<file path="config.mk">
export PLATFORM = sky130hd
export DESIGN_NAME = iter_divider
export DESIGN_NICKNAME = d
export VERILOG_FILES = /design/src/rtl/iter_divider_pkg.sv /design/src/rtl/iter_divider_div_step.sv /design/src/rtl/iter_divider.sv
export SDC_FILE = /design/constraint.sdc
export NUM_CORES = 1
export LEC_CHECK = 0
export BUFFER_PORTS_ARGS = -buffer_cell sky130_fd_sc_hd__buf_2
export CAP_MARGIN = 20
export CORE_AREA = 2 2 165 288
export CTS_CLUSTER_DIAMETER = 80
export DETAILED_ROUTE_END_ITERATION = 12
export DIE_AREA = 0 0 167 290
export GPL_TIMING_DRIVEN = 0
export SLEW_MARGIN = 20
export SYNTH_ARGS = -nofsm -noshare
export SYNTH_HDL_FRONTEND = slang
export SYNTH_SLANG_ARGS = --single-unit
</file>
<file path="constraint.sdc">
create_clock -name clk -period 3.5 [get_ports clk]
set_input_delay 0 -clock clk [delete_from_list [all_inputs] [get_ports clk]]
set_output_delay 0 -clock clk [all_outputs]
set_load 0.1 [all_outputs]
</file>
<file path="src/rtl/iter_divider_pkg.sv">
// Shared definitions for the iterative restoring divider: iteration count,
// counter width and FSM state encodings.
package iter_divider_pkg;

  localparam int DIV_ITER = 32;
  localparam int CNT_W    = 6;

  typedef enum logic [1:0] {
    IDLE = 2'd0,
    CALC = 2'd1,
    SIGN = 2'd2,
    DONE = 2'd3
  } div_state_e;

endpackage

</file>
<file path="src/rtl/iter_divider_div_step.sv">
// One restoring radix-2 iteration: shift in the next dividend bit, subtract
// the divisor when no borrow occurs, and shift the quotient bit into dvd_o.
module div_step
  import iter_divider_pkg::*;
#(
  parameter int W = 32
) (
  input  logic [W-1:0] rem_i,
  input  logic [W-1:0] dvd_i,
  input  logic [W-1:0] dsr_i,
  output logic [W-1:0] rem_o,
  output logic [W-1:0] dvd_o
);

  logic [W:0] trial;
  logic       no_borrow;

  assign trial     = {rem_i, dvd_i[W-1]};
  assign no_borrow = (trial >= {1'b0, dsr_i});
  // trial < 2*divisor, so the true difference always fits in W bits
  assign rem_o     = no_borrow ? (trial[W-1:0] - dsr_i) : trial[W-1:0];
  assign dvd_o     = {dvd_i[W-2:0], no_borrow};

endmodule

</file>
<file path="src/rtl/iter_divider.sv">
// Multi-cycle signed/unsigned divider for the EX stage: magnitude restoring
// division over 32 cycles, with sign fix-up and single-cycle special cases.
//
// state | meaning
// IDLE  | waiting for div_start; captures operands
// CALC  | one restoring step per cycle, counter 0..31
// SIGN  | apply result signs, register outputs
// DONE  | div_done pulse, then back to IDLE
module iter_divider
  import iter_divider_pkg::*;
#(
  parameter int DATA_WIDTH = 32
) (
  input  logic                  clk,
  input  logic                  rst,
  input  logic [DATA_WIDTH:0]   div_s1,
  input  logic [DATA_WIDTH:0]   div_s2,
  input  logic                  div_start,
  input  logic                  div_flush,
  output logic [DATA_WIDTH:0]   div_quotient,
  output logic [DATA_WIDTH:0]   div_remainder,
  output logic                  div_done,
  output logic                  div_stall_req
);

  localparam int DW  = DATA_WIDTH;
  localparam int DWX = DATA_WIDTH + 1;
  localparam logic [DW-1:0]    ONE    = DW'(1);
  localparam logic [DWX-1:0]   ONE_X  = DWX'(1);
  localparam logic [CNT_W-1:0] CNT_TC = CNT_W'(DIV_ITER - 1);

  div_state_e       state_q, state_d;
  logic [CNT_W-1:0] cnt_q, cnt_d;
  logic [DW-1:0]    dvd_q, dvd_d;
  logic [DW-1:0]    dsr_q, dsr_d;
  logic [DW-1:0]    rem_q, rem_d;
  logic             q_neg_q, q_neg_d;
  logic             r_neg_q, r_neg_d;
  logic [DW:0]      quo_q, quo_d;
  logic [DW:0]      rmd_q, rmd_d;

  logic [DW-1:0]    mag_s1, mag_s2;
  logic [DW-1:0]    step_rem, step_dvd;
  logic             ovf;

  assign mag_s1 = div_s1[DW] ? (~div_s1[DW-1:0] + ONE) : div_s1[DW-1:0];
  assign mag_s2 = div_s2[DW] ? (~div_s2[DW-1:0] + ONE) : div_s2[DW-1:0];
  // most-negative dividend over -1 cannot be represented after sign fix-up
  assign ovf    = (div_s1 == {2'b11, {(DW-1){1'b0}}}) && (&div_s2);

  div_step #(.W(DW)) u_step (
    .rem_i (rem_q),
    .dvd_i (dvd_q),
    .dsr_i (dsr_q),
    .rem_o (step_rem),
    .dvd_o (step_dvd)
  );

  always_ff @(posedge clk) begin
    if (rst) begin
      state_q <= IDLE;
      cnt_q   <= '0;
      dvd_q   <= '0;
      dsr_q   <= '0;
      rem_q   <= '0;
      q_neg_q <= 1'b0;
      r_neg_q <= 1'b0;
      quo_q   <= '0;
      rmd_q   <= '0;
    end else begin
      state_q <= state_d;
      cnt_q   <= cnt_d;
      dvd_q   <= dvd_d;
      dsr_q   <= dsr_d;
      rem_q   <= rem_d;
      q_neg_q <= q_neg_d;
      r_neg_q <= r_neg_d;
      quo_q   <= quo_d;
      rmd_q   <= rmd_d;
    end
  end

  always_comb begin
    state_d = state_q;
    cnt_d   = cnt_q;
    dvd_d   = dvd_q;
    dsr_d   = dsr_q;
    rem_d   = rem_q;
    q_neg_d = q_neg_q;
    r_neg_d = r_neg_q;
    quo_d   = quo_q;
    rmd_d   = rmd_q;

    if (div_flush) begin
      state_d = IDLE;
    end else begin
      unique case (state_q)
        IDLE: begin
          if (div_start) begin
            q_neg_d = div_s1[DW] ^ div_s2[DW];
            r_neg_d = div_s1[DW];
            dvd_d   = mag_s1;
            dsr_d   = mag_s2;
            rem_d   = '0;
            cnt_d   = '0;
            if (div_s2 == '0) begin
              quo_d   = '1;
              rmd_d   = div_s1;
              state_d = DONE;
            end else if (ovf) begin
              quo_d   = div_s1;
              rmd_d   = '0;
              state_d = DONE;
            end else begin
              state_d = CALC;
            end
          end
        end
        CALC: begin
          rem_d = step_rem;
          dvd_d = step_dvd;
          cnt_d = cnt_q + CNT_W'(1);
          if (cnt_q == CNT_TC) state_d = SIGN;
        end
        SIGN: begin
          quo_d   = q_neg_q ? (~{1'b0, dvd_q} + ONE_X) : {1'b0, dvd_q};
          rmd_d   = r_neg_q ? (~{1'b0, rem_q} + ONE_X) : {1'b0, rem_q};
          state_d = DONE;
        end
        DONE: state_d = IDLE;
        default: state_d = IDLE;
      endcase
    end
  end

  assign div_done      = (state_q == DONE);
  assign div_stall_req = div_start & ~div_flush & (state_q != DONE);
  assign div_quotient  = quo_q;
  assign div_remainder = rmd_q;

endmodule

</file>
Word level (Yosys, flattened, before mapping):

Cells that the tools add are included.

* $add $sub $neg: 6
* reductions and logical operators: 11
* mux-type cells: 24
* magnitude comparators: 1
* bitwise logic cells: 8
* equal/unequal tests: 9

Operator list (count)
* $mux W33: 8
* $mux W32: 5
* $pmux W33 S2: 2
* $pmux W32 S2: 2
* $add A33 B1 Y33 const B: 2
* $not A32 Y33: 2
* $add A32 B1 Y32 const B: 2
* $not A32 Y32: 2
* $eq A33 B33 Y1 const B: 1
* $ge A33 B32 Y1: 1
* $logic_not A33 Y1: 1
* $reduce_and A33 Y1: 1
* $sub A32 B32 Y32: 1
* $pmux W6 S2: 1
* $mux W2: 4
* $pmux W2 S4: 1
* $add A6 B1 Y6 const B: 1
* $eq A6 B5 Y1 const B: 1
* $mux W6: 1
* $ne A2 B2 Y1 const B: 3
* $reduce_and A3 Y1: 2
* $eq A2 B2 Y1 const B: 2
* $reduce_and A4 Y1: 1
* $reduce_bool A2 Y1: 2
* 9 further kinds: 10

* word-level logic and storage cells: 68
* input bits: 70
* output and inout port bits: 68
* register bits after elaboration: 172

Longest topological paths before layout:

Gate-level depths: netlist of the first run.

* depth after elaboration: 6
* mapped depth: 14

Modules after synthesis:

Synthesis of the first run repeated with hierarchy kept, for this count alone.

* cell total of the unflattened synthesis: 1625
* area total of the unflattened synthesis: 12700.9 sq um

Modules (own cells, without submodules)
* iter_divider: sequential area each 3443.3 sq um, cells each 1277, area each 10189.8 sq um, times used 1
* div_step: sequential area each 0.0 sq um, cells each 348, area each 2511.2 sq um, times used 1

Least setup slack after synthesis of the first run:

Ideal clock, no wire load.

* kind: register -> output
* from: register state_q[0]
* to: output div_stall_req
* path buffers: 0
* arrival time: 3243 ps
* path slack: 257 ps
* required time: 3500 ps
* cell stages (with the launch flop): 3
* cells stage by stage: dfxtp_1 ha_1 nor3b_1

* word-level cells in the longest chain between the ends: 2

Ends and longest elaborated chain
* start, declared: line iter_divider.sv:32 `div_state_e state_q, state_d;`
* start signal, assigned: line iter_divider.sv:71 `state_q <= state_d;`
* $ne A2 B2 Y1: line iter_divider.sv:137 `assign div_stall_req = div_start & ~div_flush & (state_q != DONE);`
* $and A1 B1 Y1: line iter_divider.sv:137
* end, declared: line iter_divider.sv:23 `output logic div_stall_req`

No other way between the ends.

Final worst setup path of the first run:

* from: register dvd_q[31]
* to: register rem_q[30]

* word-level cells in the longest chain between the ends: 3
* elaborated cells on any way between the ends: 4
* classes of those cells: 1 x add/sub; 1 x order compare; 2 x mux

Ends and longest elaborated chain
* start, declared: line iter_divider.sv:34 `logic [DW-1:0] dvd_q, dvd_d;`
* start signal, assigned: line iter_divider.sv:73 `dvd_q <= dvd_d;`
* $sub A32 B32 Y32 / $ge A33 B32 Y1 (equally long branches): line iter_divider_div_step.sv:21, iter_divider_div_step.sv:19
* $mux W32 *: line iter_divider_div_step.sv:21 `assign rem_o = no_borrow ? (trial[W-1:0] - dsr_i) : trial[W-1:0];`
* $pmux W32 S2 *: line iter_divider.sv:97 `unique case (state_q)`
* end signal, assigned: line iter_divider.sv:75 `rem_q <= rem_d;`
* end, declared: line iter_divider.sv:36 `logic [DW-1:0] rem_q, rem_d;`

Mark *: on every way between the ends. The rest lies on a longest branch, timed or not.
A chain may end at the register's enable or synchronous reset.

==> flow_summary_export.csv, run 1 <==
group,metric,value,unit
status,result_of_the_run,"finished clean",
clock_network,cts-buffers-inserted,17,
clock_network,clkSinkCount,172,
yosys,syn_area_per_cell,7.652,um^2
worst_hold_path,min_path_cells,3,
global_route,grt_max_degree,17,
yosys,synth_seq_cells,172,
cells_and_area,fin_util,0.3137,
clock_network,cts_tree,"done",
route,route.vias.total,12868,
placement,port-buffer-count,128,
timing,hold_violations,0,
setup_path,r2r_slack,0.02,ns
yosys,synth_largest_type_area_fraction,0.2905,
yosys,syn-cell-area,11850,um^2
route,vias_per_cell,5.513,
clock_network,clk-insertion-delay-late,0.47,ns
global_route,grt.total_usage,0.2258,
timing,setup_viol_count_final,0,
floorplan,ioPinCount,138,
setup_path,cp.required,3.83,ns
worst_hold_path,holdPathEnd,"dsr_q[30]",
yosys,yosys-top-cells-area,"sky130_fd_sc_hd__dfxtp_1 29%, sky130_fd_sc_hd__xnor2_1 6.0%, sky130_fd_sc_hd__nand2_1 5.4%",
cells_and_area,total_nets_final,1849,
timing,final_max_slew_violation_count,0,
setup_path,path_class,"reg2reg",
clock_network,ctsLongestPathBuffers,2,
power_and_ir_drop,power.static_leakage,5.576,nW
setup_path,critical_path.reg2reg.endpoint,"rem_q[30]",
setup_path,reg2reg_depth,12,
timing,finalSetupTns,0,ns
setup_path,worst_ep_arrival_time,3.82,ns
clock_network,cts_root_buf,"sky130_fd_sc_hd__clkbuf_16",
worst_hold_path,min-delay-path-class,"in2reg",
yosys,ys_types,74,
cells_and_area,stdcell_area,14410,um^2
placement,routability_congestion_estimate_from_global_placement,0.9937,
setup_path,critical_path_peak_fanout,4,
clock_network,h-tree-depth,4,
route,detailedRoute.firstIterationViolations,793,
yosys,synthDominantAreaCellType,"sky130_fd_sc_hd__dfxtp_1",
route,met3WireLength,3592,um
cells_and_area,area_growth,21.57,%
yosys,yosysWarningCount,0,
route,drc,0,
power_and_ir_drop,power.density,388.8,nW/um^2
route,wl_met2,28170,um
timing,max_clock_freq,287.3,MHz
global_route,antenna_found_initial,2,
timing,final.setup_skew,0.01049,ns
global_route,globalRoute.totalOverflow,0,
timing,min_tclk_post_route,3.481,ns
yosys,synthArstFlopShare,0,
timing,timing.slew.headroom,0.2778,
setup_path,critPathCaptureType,"flop",
cells_and_area,layout-drive-gt1-share,0.1401,
global_route,grt_first_pass_wirelength,81270,um
route,met1Wirelength,16820,um
route,wl_per_cell,23.90,um
timing,rsz_0062_raised_after_global_routing,"yes",
route,highest-signal-layer,"met5",
floorplan,core_region_area,45930,um^2
yosys,synth-edff-count,0,
global_route,grt_pass1_vias,12920,
route,finalWirelength,55780,um
placement,dpl_wire_length,44560,um
timing,worst-slew-pin-transition,1.083,ns
yosys,yosys_most_used_dff,"sky130_fd_sc_hd__dfxtp_1",
timing,fin_crit_sh,0.9945,
floorplan,floorplan.die.height,290,um
power_and_ir_drop,ir_drop,0.0003247,V
floorplan,core.rowCount,104,
yosys,syn-instance-count,1549,
yosys,mappedNetlistNets,1662,
run,drv.max_cap_violation_count,0,
clock_network,clkTransAtPathRegs,0.07,ns
setup_path,critical_path.startpoint_type,"flop",
worst_hold_path,hp-start,"div_s2[30]",
placement,detailed_place.area,13230,um^2
route,detail-route-antenna-nets,0,
yosys,seq_area_frac_synth,0.2905,
floorplan,die_area,48430,um^2
floorplan,die-width,167,um
floorplan,floorplan.initialDensity,0.2580,
route,detail_route.first_pass.iterations,8,
setup_path,r2r-start,"dvd_q[31]",
## cell usage after synthesis, types with 4 or more instances
master	instances
sky130_fd_sc_hd__a211oi_1	43
sky130_fd_sc_hd__a21o_1	21
sky130_fd_sc_hd__a21oi_1	94
sky130_fd_sc_hd__a221oi_1	23
sky130_fd_sc_hd__a22o_1	5
sky130_fd_sc_hd__a22oi_1	17
sky130_fd_sc_hd__a311oi_1	8
sky130_fd_sc_hd__a31o_2	5
sky130_fd_sc_hd__a31oi_1	8
sky130_fd_sc_hd__a32oi_1	11
sky130_fd_sc_hd__and3_1	12
sky130_fd_sc_hd__buf_1	4
sky130_fd_sc_hd__buf_2	10
sky130_fd_sc_hd__buf_6	5
sky130_fd_sc_hd__clkbuf_1	90
sky130_fd_sc_hd__dfxtp_1	172
sky130_fd_sc_hd__ha_1	42
sky130_fd_sc_hd__inv_1	54
sky130_fd_sc_hd__mux2i_1	20
sky130_fd_sc_hd__nand2_1	171
sky130_fd_sc_hd__nand2b_1	29
sky130_fd_sc_hd__nand3_1	17
sky130_fd_sc_hd__nand4_1	22
sky130_fd_sc_hd__nor2_1	149
sky130_fd_sc_hd__nor2b_1	6
sky130_fd_sc_hd__nor3_1	47
sky130_fd_sc_hd__nor3b_1	4
sky130_fd_sc_hd__nor4_1	12
sky130_fd_sc_hd__o211ai_1	15
sky130_fd_sc_hd__o21ai_0	100
sky130_fd_sc_hd__o21bai_1	4
sky130_fd_sc_hd__o221ai_1	12
sky130_fd_sc_hd__o31ai_1	32
sky130_fd_sc_hd__o41ai_1	19
sky130_fd_sc_hd__or2_2	12
sky130_fd_sc_hd__or3_1	22
sky130_fd_sc_hd__or4_1	28
sky130_fd_sc_hd__xnor2_1	81
sky130_fd_sc_hd__xor2_1	64
## worst max-delay path by stage
stage	depth (start not counted)	start	to
final	12	dvd_q[31]	rem_q[30]
after CTS	12	dvd_q[31]	rem_q[30]
after floorplan	2	state_q[0]	div_stall_req
after detailed placement	12	state_q[1]	dvd_q[9]
after global placement	12	state_q[1]	dvd_q[9]
after global routing	14	div_s2[0]	div_remainder[3]
## worst max-delay path: stages (launching register included)
cell and delay [ns]:
sky130_fd_sc_hd__dfxtp_4 0.36, sky130_fd_sc_hd__inv_6 0.08, sky130_fd_sc_hd__ha_4 0.14, sky130_fd_sc_hd__inv_2 0.04
sky130_fd_sc_hd__fa_2 0.38, sky130_fd_sc_hd__a21o_1 0.20, sky130_fd_sc_hd__a221o_1 0.40, sky130_fd_sc_hd__a2111o_1 0.50
sky130_fd_sc_hd__a2111o_1 0.52, sky130_fd_sc_hd__a211o_1 0.35, sky130_fd_sc_hd__a21o_1 0.17, sky130_fd_sc_hd__a21oi_1 0.12
sky130_fd_sc_hd__o31ai_1 0.08
## flip-flops by register name, summed over array words and instances, names as in the netlist
signal	cells
q_neg_q	1
dvd_q	32
div_remainder	33
dsr_q	32
r_neg_q	1
cnt_q	6
state_q	2
div_quotient	33
rem_q	32
## power by group
| group | internal, mW | leakage, nW | switching, mW |
|---|---|---|---|
| registers | 2.03 | 1.40 | 0.0746 |
| clock network | 1.09 | 0.279 | 0.897 |
| logic | 0.494 | 3.90 | 1.01 |
## stage by stage
step	hold WS (ns)	cells	setup slack [ns]	power (mW)
2_1_floorplan	0.1360	1549	0.2573	3.031
3_3_place_gp	0.2837	2260	-0.5115	3.533
3_5_place_dp	0.2852	2260	-0.5109	3.541
4_1_cts	0.002024	2324	0.003230	5.559
5_1_grt	0.01225	2333	-0.04428	5.796
6_report	0.0007036	2334	0.01908	5.603
## logic make-up (layout without fill, tap and decap cells)
group / count (synthesis) / after routing / synth area share
other cells: 0 / 2 / 0
simple gates: 550 / 550 / 0.2224
xor+xnor: 145 / 145 / 0.1071
compound gates: 456 / 456 / 0.2612
mux: 20 / 20 / 0.01689
fa+ha+maj: 43 / 43 / 0.04603
flops: 172 / 172 / 0.2905
buf+inv: 163 / 363 / 0.05584
## layer usage
| metal | up-vias | GRT usage |
|---|---|---|
| met5 | - | 0 |
| met4 | 2 | 0.2363 |
| met3 | 265 | 0.05374 |
| met2 | 569 | 0.4127 |
| met1 | 5997 | 0.1898 |
| li1 | 6035 | - |
## placed cells by master, fill, tap and decap left out, drive strengths merged, types with 17 or more instances in the layout
cell / n
o21ai: 101
nand2: 172
nand3: 18
a22oi: 17
inv: 57
a21oi: 95
nor2: 150
or4: 29
dfxtp: 172
ha: 42
nor3: 47
nand4: 22
xnor2: 81
mux2i: 20
a211oi: 44
a21o: 21
nand2b: 29
xor2: 64
o41ai: 19
o31ai: 32
dlygate4sd3: 35
a221oi: 23
clkbuf: 107
or3: 22
buf: 155
## final cells by class
| type | instances | area, um^2 |
|---|---|---|
| antenna | 2 | 5.005 |
| buffer | 106 | 456.7 |
| clock buffer | 20 | 456.7 |
| clock inverter | 12 | 135.1 |
| fill | 4964 | 31530 |
| inverter | 54 | 207.7 |
| multi-input combinational | 1214 | 7919 |
| sequential | 172 | 3448 |
| tap | 583 | 729.5 |
| timing repair buffer | 171 | 1051 |
## what timing repair did
| action | CTS | global route |
|---|---|---|
| hold buffers | 35 | 0 |
| endpoints found under the hold margin | 37 | 0 |
| resized for setup | 11 | 33 |
| endpoints found under the setup margin | 72 | 62 |
| setup buffers | 0 | 8 |
| pin swaps | 2 | 8 |
(Power assumes the default switching activity.)
==> inputs of run 2 (changes only) <==
--- a/config.mk
+++ b/config.mk
@@ -5,12 +5,13 @@
 export SDC_FILE = /design/constraint.sdc
 export NUM_CORES = 1
 export LEC_CHECK = 0
+export ABC_AREA = 1
 export BUFFER_PORTS_ARGS = -buffer_cell sky130_fd_sc_hd__buf_2
 export CAP_MARGIN = 20
-export CORE_AREA = 2 2 165 288
+export CORE_AREA = 2 2 181 316
 export CTS_CLUSTER_DIAMETER = 80
 export DETAILED_ROUTE_END_ITERATION = 12
-export DIE_AREA = 0 0 167 290
+export DIE_AREA = 0 0 183 318
 export GPL_TIMING_DRIVEN = 0
 export SLEW_MARGIN = 20
 export SYNTH_ARGS = -nofsm -noshare
==> flow_summary_export.csv, run 2 <==
group,metric,value,unit
clock_network,ctsLongestPathBuffers,2,
timing,max_clock_freq,316.2,MHz
setup_path,r2r-start,"state_q[0]",
yosys,synthDominantAreaCellType,"sky130_fd_sc_hd__dfxtp_1",
route,vias_per_cell,4.868,
yosys,synth-edff-count,0,
cells_and_area,area_growth,17.45,%
cells_and_area,fin_util,0.3015,
worst_hold_path,holdPathEnd,"dsr_q[26]",
yosys,yosysMostFrequentCell,"sky130_fd_sc_hd__nand2_1",
setup_path,cp.required,3.86,ns
placement,port-buffer-count,137,
cells_and_area,total_nets_final,2882,
worst_hold_path,min_path_cells,5,
route,wl_per_cell,19.34,um
route,drc,0,
global_route,grt.total_usage,0.2290,
yosys,syn-instance-count,2575,
route,detailedRoute.firstIterationViolations,1099,
power_and_ir_drop,power.density,364.7,nW/um^2
timing,worst-slew-pin-transition,1.032,ns
floorplan,die-width,183,um
yosys,yosysWarningCount,0,
cells_and_area,layout-drive-gt1-share,0.08196,
floorplan,floorplan.die.height,318,um
yosys,ys_types,44,
setup_path,worst_ep_arrival_time,3.52,ns
global_route,grt_pass1_vias,16826,
power_and_ir_drop,ir_drop,0.0002018,V
placement,routability_congestion_estimate_from_global_placement,0.9850,
setup_path,timing.critical_path.max_delay_family,"buffers and inverters",
yosys,yosys_most_used_dff,"sky130_fd_sc_hd__dfxtp_1",
timing,final.setup_skew,0.01428,ns
setup_path,cp_num_buf_inv,4,
timing,post-route-worst-setup-slack,0.3378,ns
yosys,synth_largest_type_area_fraction,0.2403,
global_route,globalRoute.totalOverflow,0,
power_and_ir_drop,power.static_leakage,8.630,nW
yosys,synth.cells.most_frequent,"752 x sky130_fd_sc_hd__nand2_1, 397 x sky130_fd_sc_hd__inv_1, 332 x sky130_fd_sc_hd__nor2_1, 220 x sky130_fd_sc_hd__nand3_1, 178 x sky130_fd_sc_hd__a21oi_1",
clock_network,cts_root_buf,"sky130_fd_sc_hd__clkbuf_16",
setup_path,worstPathCellList,"inv_1 -> ha_1 -> clkbuf_1 -> clkbuf_1 -> buf_1 -> o31ai_1 -> nor2_1 -> nor2_1",
floorplan,die_area,58190,um^2
timing,finalSetupTns,0,ns
clock_network,clkTransAtPathRegs,0.07,ns
route,detail_route.first_pass.iterations,5,
timing,setup_viol_count_final,0,
floorplan,ioPinCount,138,
run,drv.max_cap_violation_count,0,
timing,whs,0.002803,ns
yosys,syn-cell-area,14330,um^2
timing,fin_crit_sh,0.9035,
clock_network,cts-buffers-inserted,17,
placement,place_worst_setup_slack,0.6060,ns
global_route,grt_max_degree,17,
route,route.vias.total,16959,
placement,dpl_wire_length,55650,um
yosys,mappedNetlistNets,2688,
timing,hold_violations,0,
yosys,yosys-top-cells-area,"sky130_fd_sc_hd__dfxtp_1 24%, sky130_fd_sc_hd__nand2_1 20%, sky130_fd_sc_hd__inv_1 10%",
global_route,grt_first_pass_wirelength,98150,um
worst_hold_path,min-delay-path-class,"in2reg",
floorplan,core_region_area,55830,um^2
cells_and_area,nFillCells,6487,
cells_and_area,most-common-layout-cells,"752 x sky130_fd_sc_hd__nand2_1, 397 x sky130_fd_sc_hd__inv_1, 332 x sky130_fd_sc_hd__nor2_1",
setup_path,r2r_slack,0.34,ns
floorplan,floorplan.initialDensity,0.2567,
setup_path,path_class,"reg2reg",
status,result_of_the_run,"finished clean",
yosys,seq_area_frac_synth,0.2403,
setup_path,critPathCaptureType,"flop",
timing,timing.slew.headroom,0.3117,
timing,min_tclk_post_route,3.162,ns
clock_network,h-tree-depth,4,
setup_path,timing.critical_path.slowest_stage_cell,"sky130_fd_sc_hd__buf_1",
cells_and_area,diode_count,0,
timing,rsz_0062_raised_after_global_routing,"no",
setup_path,critical_path.startpoint_type,"flop",
setup_path,reg2reg_depth,8,
global_route,antenna_found_initial,2,
clock_network,cts_tree,"done",
cells_and_area,mostFrequentLayoutCell,"sky130_fd_sc_hd__nand2_1",
route,detail-route-antenna-nets,0,
route,finalWirelength,67370,um
power_and_ir_drop,post-layout-total-power,6.138,mW
setup_path,critical_path.reg2reg.endpoint,"div_remainder[32]",
worst_hold_path,hp-start,"div_s2[26]",
setup_path,critical_path_peak_fanout,10,
clock_network,clk-insertion-delay-late,0.47,ns
yosys,syn_area_per_cell,5.565,um^2
timing,final_max_slew_violation_count,0,
clock_network,clkSinkCount,172,
floorplan,core.rowCount,115,
yosys,synthArstFlopShare,0,
setup_path,slowest_delay,0.67,ns
yosys,synth_seq_cells,172,
-- run 2: routing by layer --
| layer | track usage | up-vias | wire, um |
|---|---|---|---|
| met5 | 0 | - | 25 |
| met4 | 0.2553 | 4 | 8553 |
| met3 | 0.03459 | 284 | 3066 |
| met2 | 0.4145 | 589 | 33900 |
| met1 | 0.2021 | 7581 | 21820 |
| li1 | - | 8501 | - |
-- run 2: power breakdown --
part / leakage (nW) / switching, mW / internal [mW]
Clock: 0.272 / 0.911 / 0.973
Combinational: 6.96 / 1.58 / 0.525
Sequential: 1.40 / 0.0805 / 2.07
Total: 8.63 / 2.57 / 3.57
-- run 2: worst min-delay path: stages --
cell	delay (ns)
sky130_fd_sc_hd__buf_2	0.10
sky130_fd_sc_hd__inv_1	0.11
sky130_fd_sc_hd__o21ai_0	0.10
sky130_fd_sc_hd__o211ai_1	0.08
sky130_fd_sc_hd__inv_1	0.04
-- run 2: stage by stage --
step,instances,instance area (um^2)
floorplan,2575,14330
detailed placement,3414,15890
global placement,3414,15890
global route,3484,16830
finish,3484,16830
CTS,3484,16830
-- run 2: what timing repair did --
item,CTS,global route
resized for setup,0,0
buffers inserted,0,0
hold buffers,38,0
endpoints found under the hold margin,39,0
-- run 2: final cells by class --
type / instances / area (um^2) / share of cell area
Tap cell: 702 / 878.3 / 0.05219
Clock inverter: 11 / 85.08 / 0.005055
Multi-Input combinational cell: 1901 / 8946 / 0.5316
Clock buffer: 21 / 470.5 / 0.02795
Buffer: 90 / 392.9 / 0.02334
Inverter: 412 / 1548 / 0.09196
Sequential cell: 172 / 3443 / 0.2046
Timing Repair Buffer: 175 / 1066 / 0.06334
-- run 2: cells by family after synthesis --
family / after synthesis / share of synthesized area
XOR/XNOR: 48 / 0.02934
AO/OA/AOI/OAI: 390 / 0.1411
AND/OR/NAND/NOR: 1420 / 0.4158
buffers and inverters: 502 / 0.1354
adder cells (fa/ha/maj): 43 / 0.03807
flip-flops: 172 / 0.2403
-- run 2: worst max-delay path by stage --
stage               depth (start not counted)        from  slack (ns)           endpoint
global placement                           11   rem_q[18]        0.59          rem_q[30]
global route                                9  state_q[0]        0.33   div_quotient[32]
floorplan                                   2  state_q[0]        0.40      div_stall_req
detailed placement                         14    dsr_q[6]        0.61          rem_q[30]
CTS                                        14    dsr_q[6]        0.58          rem_q[30]
finish                                      8  state_q[0]        0.34  div_remainder[32]
